### config.mk
export PLATFORM = sky130hd
export DESIGN_NAME = dot_product_accumulator
export DESIGN_NICKNAME = d
export VERILOG_FILES = /design/src/rtl/dot_product_accumulator.sv
export SDC_FILE = /design/constraint.sdc
export NUM_CORES = 1
export LEC_CHECK = 0
export CAP_MARGIN = 10
export CORE_UTILIZATION = 24
export DETAILED_ROUTE_END_ITERATION = 6
export GPL_TIMING_DRIVEN = 0
export PLACE_DENSITY = 0.49
export RECOVER_POWER = 50
export SKIP_LAST_GASP = 1
export SLEW_MARGIN = 20
export SYNTH_ARGS = -nofsm -noshare
export SYNTH_HDL_FRONTEND = slang
export SYNTH_SLANG_ARGS = --single-unit
### constraint.sdc
create_clock -name clk -period 5.25 [get_ports clk]
set_input_delay 0.525 -clock clk [delete_from_list [all_inputs] [get_ports clk]]
set_output_delay 0.525 -clock clk [all_outputs]
set_load 0.01 [all_outputs]
### src/rtl/dot_product_accumulator.sv
// Registered operand stage feeding a combinational 4x4 array multiplier, accumulating
// LEN products per vector and presenting the sum on a valid/ready output port.

module array_multiplier (
    input  logic [3:0] a,
    input  logic [3:0] b,
    output logic [7:0] product
);
    always_comb begin
        product = '0;
        for (int unsigned i = 0; i < 4; i++) begin
            if (b[i]) begin
                product = product + ({4'b0000, a} << i);
            end
        end
    end
endmodule

module dot_product_accumulator #(
    parameter int LEN   = 4,
    parameter int ACC_W = 10,
    parameter int CNT_W = $clog2(LEN + 1)
) (
    input  logic             clk,
    input  logic             rst_n,
    input  logic             in_valid,
    output logic             in_ready,
    input  logic [3:0]       in_a,
    input  logic [3:0]       in_b,
    output logic             out_valid,
    input  logic             out_ready,
    output logic [ACC_W-1:0] out_sum,
    output logic             out_ovf
);
    typedef enum logic [1:0] {IDLE, ACCUM, DRAIN, DONE} state_t;

    state_t           state, state_next;
    logic [3:0]       a_q, b_q;
    logic             p_valid;
    logic [7:0]       product;
    logic [CNT_W-1:0] cnt;
    logic [ACC_W-1:0] acc;
    logic             ovf_q;
    logic [ACC_W:0]   sum_ext;
    logic             accept, last_term, release_result;

    array_multiplier u_mult (
        .a       (a_q),
        .b       (b_q),
        .product (product)
    );

    assign accept         = in_valid && in_ready;
    assign last_term      = (cnt == CNT_W'(LEN - 1));
    assign release_result = out_valid && out_ready;
    assign sum_ext        = {1'b0, acc} + {{(ACC_W - 7){1'b0}}, product};

    always_comb begin
        state_next = state;
        in_ready   = 1'b0;
        out_valid  = 1'b0;
        unique case (state)
            IDLE, ACCUM: begin
                in_ready = 1'b1;
                if (accept) begin
                    state_next = last_term ? DRAIN : ACCUM;
                end
            end
            DRAIN: state_next = DONE;
            DONE: begin
                out_valid = 1'b1;
                if (out_ready) begin
                    state_next = IDLE;
                end
            end
            default: state_next = IDLE;
        endcase
    end

    always_ff @(posedge clk or negedge rst_n) begin
        if (!rst_n) begin
            state   <= IDLE;
            a_q     <= '0;
            b_q     <= '0;
            p_valid <= 1'b0;
            cnt     <= '0;
            acc     <= '0;
            ovf_q   <= 1'b0;
        end else begin
            state   <= state_next;
            p_valid <= accept;
            if (accept) begin
                a_q <= in_a;
                b_q <= in_b;
                cnt <= cnt + CNT_W'(1);
            end else if (release_result) begin
                cnt <= '0;
            end
            // p_valid is never set in DONE, so release and add cannot collide
            if (release_result) begin
                acc   <= '0;
                ovf_q <= 1'b0;
            end else if (p_valid) begin
                acc   <= sum_ext[ACC_W-1:0];
                ovf_q <= ovf_q | sum_ext[ACC_W];
            end
        end
    end

    assign out_sum = acc;
    assign out_ovf = ovf_q;
endmodule

==> results.yml, run 1 <==
logic_synthesis:
  synth_cell_type_count: 46
  syn_avg_cell_area_um2: 8.476
  async_flop_share: 1.000
  synth_seq_area_share: 0.3025
  yosysWarnings: 0
  yosys_most_used_dff: "dfrtp_1"
  syn_area_um2: 2068
  syn_nets: 279
  ys_ff_latch: 25
  synth_edf_count: 0
  syn_inst: 244
setup_path:
  critical_path.top_delay_family: "adder cells"
  crit_path_max_fanout: 5
  cp.arrival_ps: 5070
  regToRegSetupSlack_ps: 360
  crit_path_start_kind: "flip-flop"
  slowest_delay_ps: 470
  timing.critical_path.mode_cell: "ha_1"
  rr_worst_depth: 23
  critPathBufInv: 1
  cp.required_ps: 5430
  crit_end: "out_sum[9]"
  endpoint_kind: "flip-flop"
  slowest_stage: "dfrtp_1"
  path_depth: 23
  startpoint: "a_q[0]"
  cp_cell_sequence: "ha_1 > inv_1 > fa_1 > nand2b_1 > nand3_1 > xor2_2 > ha_1 > a21oi_2 > nor2b_1 > a311oi_2 > mux2i_1 > or2_2 > ha_1 > a21oi_1 > xor2_1 > a21oi_1 > o31a_1 > ha_4 > o21ai_0 > nor2_1 > o41a_1 > nor2_1 > a211o_1"
  crit_type: "flip-flop to flip-flop"
  r2r_start: "a_q[0]"
  timing.rr.end: "out_sum[9]"
clock_network:
  clock-root-buffer: "clkbuf_8"
  cts_max_level: 1
  ctsLongestPathBuffers: 2
  clk_latency_ps: 280
  cts_num_sinks: 25
  cts_buffers: 3
  cts_hold_buffers: 0
  path_clk_slew_ps: 100
  cts_tree: "yes"
global_routing:
  grt_antenna_before_repair: 0
  grt_usage: 0.1161
  grt_overflow: 0
  grt_pass1_wl_um: 8066
  grt_max_degree: 26
  grt_pass1_vias: 1663
sta:
  slew_headroom: 0.04841
  drv_slew: 0
  min_period_over_period: 0.9322
  finalHoldViolations: 0
  tightest_slew_ps: 1427
  hold_slack_ps: 514.7
  tns_ps: 0
  setup_viol: 0
  worst_clock_skew_ps: 15.05
  finalCriticalPeriod_ps: 4894
  max_freq_ghz: 0.2043
floorplan:
  dieArea_um2: 8993
  die_y_um: 94.83
  die_width_um: 94.83
  coreArea_um2: 8258
  start_util: 0.2505
  ioPinCount: 25
  core.rowCount: 33
route:
  routedWlPerCell_um: 12.61
  routed_wl_um: 4868
  maxUsedRoutingLayer: "met4"
  vias: 1802
  antenna_left: 0
  drc: 0
  dr_wl_met3_um: 160
  wl_met2_um: 2251
  via_per_inst: 4.668
  drtIter0Drc: 41
  drt_pass1_iterations: 4
  m1WireLength_um: 2410
pwr:
  p_leak_nw: 1.181
  vdd_ir_drop_max_mv: 0.1751
  p_total_w: 0.001681
  power.density_nw_per_um2: 645.6
final_layout:
  area_delta_synth_final_pct: 25.89
  layout-drive-gt1-share: 0.1174
  final_nets: 317
  final_cells: 386
  utilization: 0.3153
  n_antenna_cell: 0
place:
  port_buffers: 24
  place_inst: 373
  hpwl_um: 3652
  gp_congestion: 0.7411
flow_run:
  drv_cap: 0
hold_path:
  hold_path.class: "flip-flop to flip-flop"
run_status:
  status: "finished, final reports clean"
metrics by stage:
stage,cell area (um^2),worst slack [ps]
2_1_floorplan,2068,361.4
3_3_place_gp,2440,-302.3
3_5_place_dp,2435,-302.1
4_1_cts,2489,6.518
5_1_grt,2604,-0.8673
6_report,2604,355.8
synth_stat cells (2+ instances only):
cell | count | area, um^2
o21ai_0 | 19 | 95.09
ha_1 | 19 | 237.7
buf_2 | 2 | 10.01
nor4b_1 | 3 | 26.28
and3b_1 | 2 | 17.52
nor3_1 | 2 | 10.01
nor2b_1 | 7 | 43.79
xor2_1 | 3 | 26.28
a211o_1 | 2 | 17.52
nand2_1 | 40 | 150.1
a211oi_1 | 4 | 30.03
dfrtp_1 | 25 | 625.6
and2_1 | 2 | 12.51
a21o_1 | 4 | 30.03
inv_1 | 15 | 56.30
fa_1 | 4 | 80.08
nor2_1 | 14 | 52.55
o31a_1 | 3 | 26.28
clkbuf_1 | 9 | 33.78
mux2_2 | 2 | 22.52
xnor2_1 | 2 | 17.52
mux2i_1 | 8 | 80.08
a21oi_1 | 12 | 60.06
o21a_1 | 5 | 37.54
nand3_1 | 6 | 30.03
nand4b_1 | 3 | 26.28
and4b_1 | 2 | 20.02
nand2b_1 | 7 | 43.79
power by group:
group	internal (W)	switching [W]
Combinational	0.000601	0.000611
Sequential	0.000276	0.0000713
Clock	0.0000533	0.0000684
Total	0.000930	0.000751
kinds of logic after synthesis:
group           after synthesis  synth area share
flops                        25            0.3025
simple gates                 96            0.2408
fa+ha+maj                    23            0.1537
buf+inv                      27           0.05081
compound gates               58            0.1815
xor+xnor                      5           0.02118
mux                          10           0.04961
timing repair:
action / in CTS / in global routing
setup endpoints to repair: 4 / 5
setup buffers: 0 / 10
resized for setup: 4 / 9
pin swaps: 0 / 1
how the worst min path moves through the flow:
stage | start | end | slack [ps] | cells past startpoint
after floorplan | rst_n | a_q[0] | 230 | 0
after global placement | cnt[2] | cnt[2] | 480 | 2
after detailed placement | cnt[2] | cnt[2] | 500 | 2
after CTS | rst_n | out_sum[8] | 260 | 1
after global routing | cnt[0] | cnt[0] | 550 | 1
final | cnt[0] | cnt[0] | 510 | 1
placed cells by master, fill, tap and decap left out, drive strengths merged, types with 5 or more instances in the layout:
cell type	count
ha	19
nand2	40
dfrtp	25
o21ai	19
inv	15
clkbuf	13
o21a	5
nor2b	8
nand2b	7
clkdlybuf4s50	21
mux2i	8
nor2	14
buf	12
nand3	6
a21oi	12
metal layers:
layer,GRT usage,up-vias
met3,0.01449,4
met5,0,-
met4,0.03409,0
li1,-,936
met1,0.1613,835
met2,0.1871,27
flip-flops by register name (all words and copies together) (netlist names):
| signal | flops |
|---|---|
| out_ovf | 1 |
| out_sum | 10 |
| a_q | 4 |
| b_q | 4 |
| cnt | 3 |
| p_valid | 1 |
| state | 2 |
layout make-up:
class | count | area (um^2)
clock buffer | 3 | 41.29
tap | 105 | 131.4
sequential | 25 | 628.1
clock inverter | 1 | 5.005
buffer | 11 | 48.80
timing repair buffer | 34 | 309.0
fill | 898 | 5654
inverter | 15 | 56.30
multi-input combinational | 192 | 1384
worst register-to-register path, cell delays in order, from the launching register on:
cell and delay [ps]:
dfrtp_1 470, ha_1 240, inv_1 60, fa_1 390, nand2b_1 170, nand3_1 120
xor2_2 190, ha_1 270, a21oi_2 170, nor2b_1 70, a311oi_2 310, mux2i_1 140
or2_2 290, ha_1 300, a21oi_1 170, xor2_1 180, a21oi_1 90, o31a_1 170
ha_4 300, o21ai_0 80, nor2_1 110, o41a_1 210, nor2_1 60, a211o_1 260
No activity file was read; power rests on OpenSTA's default activity.
==> run 2: changes to the inputs <==
--- a/config.mk
+++ b/config.mk
@@ -9,6 +9,7 @@
 export CORE_UTILIZATION = 24
 export DETAILED_ROUTE_END_ITERATION = 6
 export GPL_TIMING_DRIVEN = 0
+export MAX_ROUTING_LAYER = met4
 export PLACE_DENSITY = 0.49
 export RECOVER_POWER = 50
 export SKIP_LAST_GASP = 1
==> results.yml, run 2 (synthesis results as in run 1) <==
run_status:
  status: "finished, final reports clean"
route:
  m1WireLength_um: 2400
  antenna_left: 0
  maxUsedRoutingLayer: "met4"
  drt_pass1_iterations: 4
  drc: 0
  drtIter0Drc: 44
  dr_wl_met3_um: 143
  routedWlPerCell_um: 12.56
  routed_wl_um: 4848
  wl_met2_um: 2259
  via_per_inst: 4.692
  vias: 1811
clock_network:
  cts_num_sinks: 25
  cts_buffers: 3
  clock-root-buffer: "clkbuf_8"
  cts_max_level: 1
  cts_tree: "yes"
  cts_hold_buffers: 0
  clk_latency_ps: 280
  path_clk_slew_ps: 100
  ctsLongestPathBuffers: 2
sta:
  tightest_slew_ps: 1433
  setup_viol: 0
  rsz0062_at_grt: "no"
  min_period_over_period: 0.9321
  finalHoldViolations: 0
  slew_headroom: 0.04490
  finalCriticalPeriod_ps: 4894
  tns_ps: 0
  max_freq_ghz: 0.2044
  worst_slack_ps: 356.5
  drv_slew: 0
  worst_clock_skew_ps: 14.74
global_routing:
  grt_overflow: 0
  grt_max_degree: 26
  grt_pass1_wl_um: 8024
  grt_antenna_before_repair: 0
  grt_usage: 0.1189
  grt_pass1_vias: 1657
final_layout:
  layout_commonest_cell: "nand2_1"
  design_area_um2: 2604
  utilization: 0.3153
  final_nets: 317
  final_cell_mix: "nand2_1 (40), dfrtp_1 (23), clkdlybuf4s50_1 (21)"
  area_delta_synth_final_pct: 25.89
  largest_reg_flops: 10
  final_cells: 386
  layout-drive-gt1-share: 0.1174
  n_antenna_cell: 0
floorplan:
  die_width_um: 94.83
  core.rowCount: 33
  ioPinCount: 25
  coreArea_um2: 8258
  die_y_um: 94.83
  dieArea_um2: 8993
  start_util: 0.2505
place:
  port_buffers: 24
  place_inst: 373
  place_ws_ps: -302.1
  hpwl_um: 3652
  gp_congestion: 0.7503
  placed_cell_area_um2: 2435
hold_path:
  hold_depth: 1
  hold_start: "cnt[0]"
  hold_path.class: "flip-flop to flip-flop"
  min_to: "cnt[0]"
setup_path:
  r2r_start: "a_q[0]"
  startpoint: "a_q[0]"
  endpoint_kind: "flip-flop"
  regToRegSetupSlack_ps: 360
  cp.required_ps: 5430
  crit_path_start_kind: "flip-flop"
  timing.rr.end: "out_sum[9]"
  crit_path_max_fanout: 5
  rr_worst_depth: 23
  crit_type: "flip-flop to flip-flop"
  cp.arrival_ps: 5070
pwr:
  p_leak_nw: 1.181
  vdd_ir_drop_max_mv: 0.1749
  power.density_nw_per_um2: 645.8
flow_run:
  drv_cap: 0
run 2: worst max-delay path by stage:
stage / to / slack, ps
after global routing: out_sum[9] / 2
after CTS: out_sum[9] / 7
after global placement: out_sum[9] / -300
after floorplan: out_sum[9] / 360
after detailed placement: out_sum[9] / -300
final: out_sum[9] / 360
run 2: layer usage:
| layer | GRT usage | up-vias |
|---|---|---|
| met4 | 0.03409 | 0 |
| met2 | 0.1865 | 27 |
| met1 | 0.1613 | 845 |
| li1 | - | 935 |
| met3 | 0.01288 | 4 |
| met5 | - | - |
run 2: per-stage QoR:
stage | total power, W | hold slack [ps]
finish | 0.001682 | 515.8
global route | 0.001894 | 547.7
CTS | 0.001614 | 260.6
detailed placement | 0.001474 | 502.4
global placement | 0.001462 | 483.7
floorplan | 0.001182 | 229.4
run 2: critical path, cell delays in order (launching register included):
cell and delay [ps]:
dfrtp_1 470, ha_1 240, inv_1 60, fa_1 390
nand2b_1 170, nand3_1 120, xor2_2 190, ha_1 270
a21oi_2 170, nor2b_1 70, a311oi_2 310, mux2i_1 140
or2_2 290, ha_1 300, a21oi_1 170, xor2_1 180
a21oi_1 90, o31a_1 170, ha_4 300, o21ai_0 80
nor2_1 110, o41a_1 210, nor2_1 60, a211o_1 260
run 2: repair_timing:
item,4_1_cts,5_1_grt
pin swaps,0,1
endpoints found under the setup margin,4,4
gates resized for setup,4,9
buffers inserted,0,10
run 2: layout make-up:
class	instances	area [um^2]
buffer	11	48.80
clock buffer	3	41.29
clock inverter	1	5.005
fill	898	5654
inverter	15	56.30
multi-input combinational	192	1384
sequential	25	628.1
tap	105	131.4
timing repair buffer	34	309.0
run 2: power breakdown:
part	internal, W	leakage (nW)	switching (W)
sequential	0.000276	0.301	0.0000713
clock	0.0000533	0.0255	0.0000687
combinational	0.000601	0.855	0.000611
total	0.000930	1.18	0.000751
==> edit, RTL diff (config.mk and constraints of run 2) <==
Set the parameter `ACC_W` to 12 (it was 10).
--- a/src/rtl/dot_product_accumulator.sv
+++ b/src/rtl/dot_product_accumulator.sv
@@ -20,3 +20,3 @@
     parameter int LEN   = 4,
-    parameter int ACC_W = 10,
+    parameter int ACC_W = 12,
     parameter int CNT_W = $clog2(LEN + 1)
Interface: changed (resized out_sum); port bits go from 25 to 27. The function was not compared with the original's and may differ.
==> edit against run 2 <==
Synthesized cell count increased by 0.41%. Maximum frequency decreased by 0.94%. Sequential power increased by 5%. Synthesized area increased by 3.9%. Sequential cell count increased by 2. Power increased by 4.6%. Clock skew decreased by 0.00088 ns. Count of clock-buffer cells in the layout unchanged. Wire length increased by 4.2%. Worst setup slack got worse by 0.046 ns. Cell area increased by 4.6%. Highest routed layer unchanged. The run now ends with max-capacitance violations, max-slew violations left. Cell count increased by 0.52%. Die area increased by 3.8%. Largest cell class unchanged.
==> edit: results (changes against run 2) <==
Outcome
  – Status: complete, but fails checks (was complete, no violations)
  – Failing checks: max-capacitance violations, max-slew violations

Min path
  – Hold path endpoint: cnt[2]$_DFFE_PN0P_ (was cnt[0]$_DFFE_PN0P_)
  – Worst Hold Launch: cnt[2]$_DFFE_PN0P_ (was cnt[0]$_DFFE_PN0P_)

STA
  – Max Slew Vio Count: 28 (was 0)
  – Max_slew headroom: -4.68% (was 4.49%)
  – Final clock skew: 0.0139 ns (was 0.0147 ns)

Worst setup path
  – Reg2reg setup slack: 0.31 ns (was 0.36 ns)
  – Slowest stage delay, CP: 0.43 ns (was 0.47 ns)
  – CP max stage cell: dfrtp_2 (was dfrtp_1)
  – Delay-heaviest family, CP: compound AO/OA/AOI/OAI gates (was adder cells)
  – Worst r2r src: a_q[2]$_DFFE_PN0P_ (was a_q[0]$_DFFE_PN0P_)

Placed design
  – Placed cells: 379 (was 373)
  – Final Wtd Congestion: 0.777 (was 0.750)
  – I/O Buffers: 26 (was 24)
  – DP HPWL: 3.81 mm (was 3.65 mm)
  – DP Area: 2540 um^2 (was 2430 um^2)

GRT
  – Pin count of the biggest net entering global routing: 28 (was 26)
  – Vias in the first global route: 1,761 (was 1,657)
  – Global-route wire length before repair: 8.49 mm (was 8.02 mm)
  – GRT Total Usage: 11.5% (was 11.9%)

Logic synthesis
  – Net count after synthesis: 280 (was 279)
  – Synth area leaders: dfrtp_1 31%, ha_1 11%, nand2_1 7.0% (was dfrtp_1 30%, ha_1 11%, nand2_1 7.3%)
  – Top post-synthesis cells by count: 40 x nand2_1, 27 x dfrtp_1, 19 x ha_1 (was 40 x nand2_1, 25 x dfrtp_1, 19 x ha_1, 19 x o21ai_0, 15 x inv_1)
  – Register area share after synthesis: 31.5% (was 30.2%)
  – Syn Area/Cell: 8.77 um^2 (was 8.48 um^2)

Final layout
  – Post-Layout Cell Count: 388 (was 386)
  – Layout cells sized above 1: 16.8% (was 11.7%)
  – Nets: 316 (was 317)

Routing
  – Vias/cell: 4.70 (was 4.69)
  – Final WL: 5.05 mm (was 4.85 mm)
  – Initial DRC count: 75 (was 44)

Run
  – # Max-Cap Violations: 1 (was 0)

Power and ir drop
  – Leakage: 1.19 nW (was 1.18 nW)
  – Worst vdd ir: 181 uV (was 175 uV)
edit: changes by cell type after synthesis, sizes merged, moves of 3 or more:
| cell | run 2 | this run |
|---|---|---|
| or3 | 0 | 3 |
| o21a | 5 | 8 |
| mux2i | 8 | 5 |
| a21oi | 12 | 18 |
| nor2b | 8 | 5 |
| a211oi | 4 | 7 |
| clkbuf | 10 | 4 |
| nor3 | 2 | 5 |
edit: per-layer routing:
layer	up-vias	GRT usage, %	wire length (um)
met4	0	3.79	65
li1	928	-	-
met3	5	1.88	122
met5	-	-	0
met2	18	18.2	2320
met1	874	14.9	2550
edit: area by class of cell:
class / instances / area, um^2
well taps: 108 / 135
fillers: 925 / 5960
repair buffers: 31 / 292
flip-flops and latches: 27 / 678
multi-input cells: 193 / 1460
clock inverters: 1 / 5.00
inverters: 17 / 63.8
plain buffers: 8 / 48.8
clock buffers: 3 / 41.3
edit: worst max path at each step:
stage | startpoint | end | slack, ns | depth (start not counted)
6_report | a_q[2]$_DFFE_PN0P_ | out_ovf$_DFFE_PN0P_ | 0.31 | 21
2_1_floorplan | b_q[0]$_DFFE_PN0P_ | out_sum[11]$_DFFE_PN0P_ | 0.23 | 27
5_1_grt | b_q[0]$_DFFE_PN0P_ | out_sum[10]$_DFFE_PN0P_ | -0.04 | 27
3_5_place_dp | b_q[0]$_DFFE_PN0P_ | out_sum[11]$_DFFE_PN0P_ | -0.30 | 27
4_1_cts | b_q[0]$_DFFE_PN0P_ | out_ovf$_DFFE_PN0P_ | 0.005 | 24
3_3_place_gp | b_q[0]$_DFFE_PN0P_ | out_sum[11]$_DFFE_PN0P_ | -0.26 | 27
edit: logic make-up after synthesis:
family / after synthesis / synth area share (%)
flip-flops: 27 / 31.5
AND/OR/NAND/NOR: 91 / 20.7
AO/OA/AOI/OAI: 66 / 22.1
multiplexers: 8 / 4.08
buffers and inverters: 25 / 4.83
XOR/XNOR: 5 / 2.04
adder cells (fa/ha/maj): 23 / 14.8
edit: power by group:
part	switching [mW]	internal [mW]	total (mW)
registers	0.0788	0.288	0.367
clock network	0.0755	0.0536	0.129
logic	0.656	0.608	1.26
total	0.810	0.949	1.76
edit: timing repair:
action / 4_1_cts / 5_1_grt
setup buffers: 1 / 4
pin swaps: 2 / 15
setup endpoints to repair: 6 / 6
hold buffers: 0 / 0
resized for setup: 6 / 18
edit: per-stage QoR:
step | hold WS [ns] | power, mW
2_1_floorplan | 0.229 | 1.24
3_3_place_gp | 0.481 | 1.51
3_5_place_dp | 0.488 | 1.53
4_1_cts | 0.287 | 1.71
5_1_grt | 0.534 | 1.95
6_report | 0.510 | 1.76
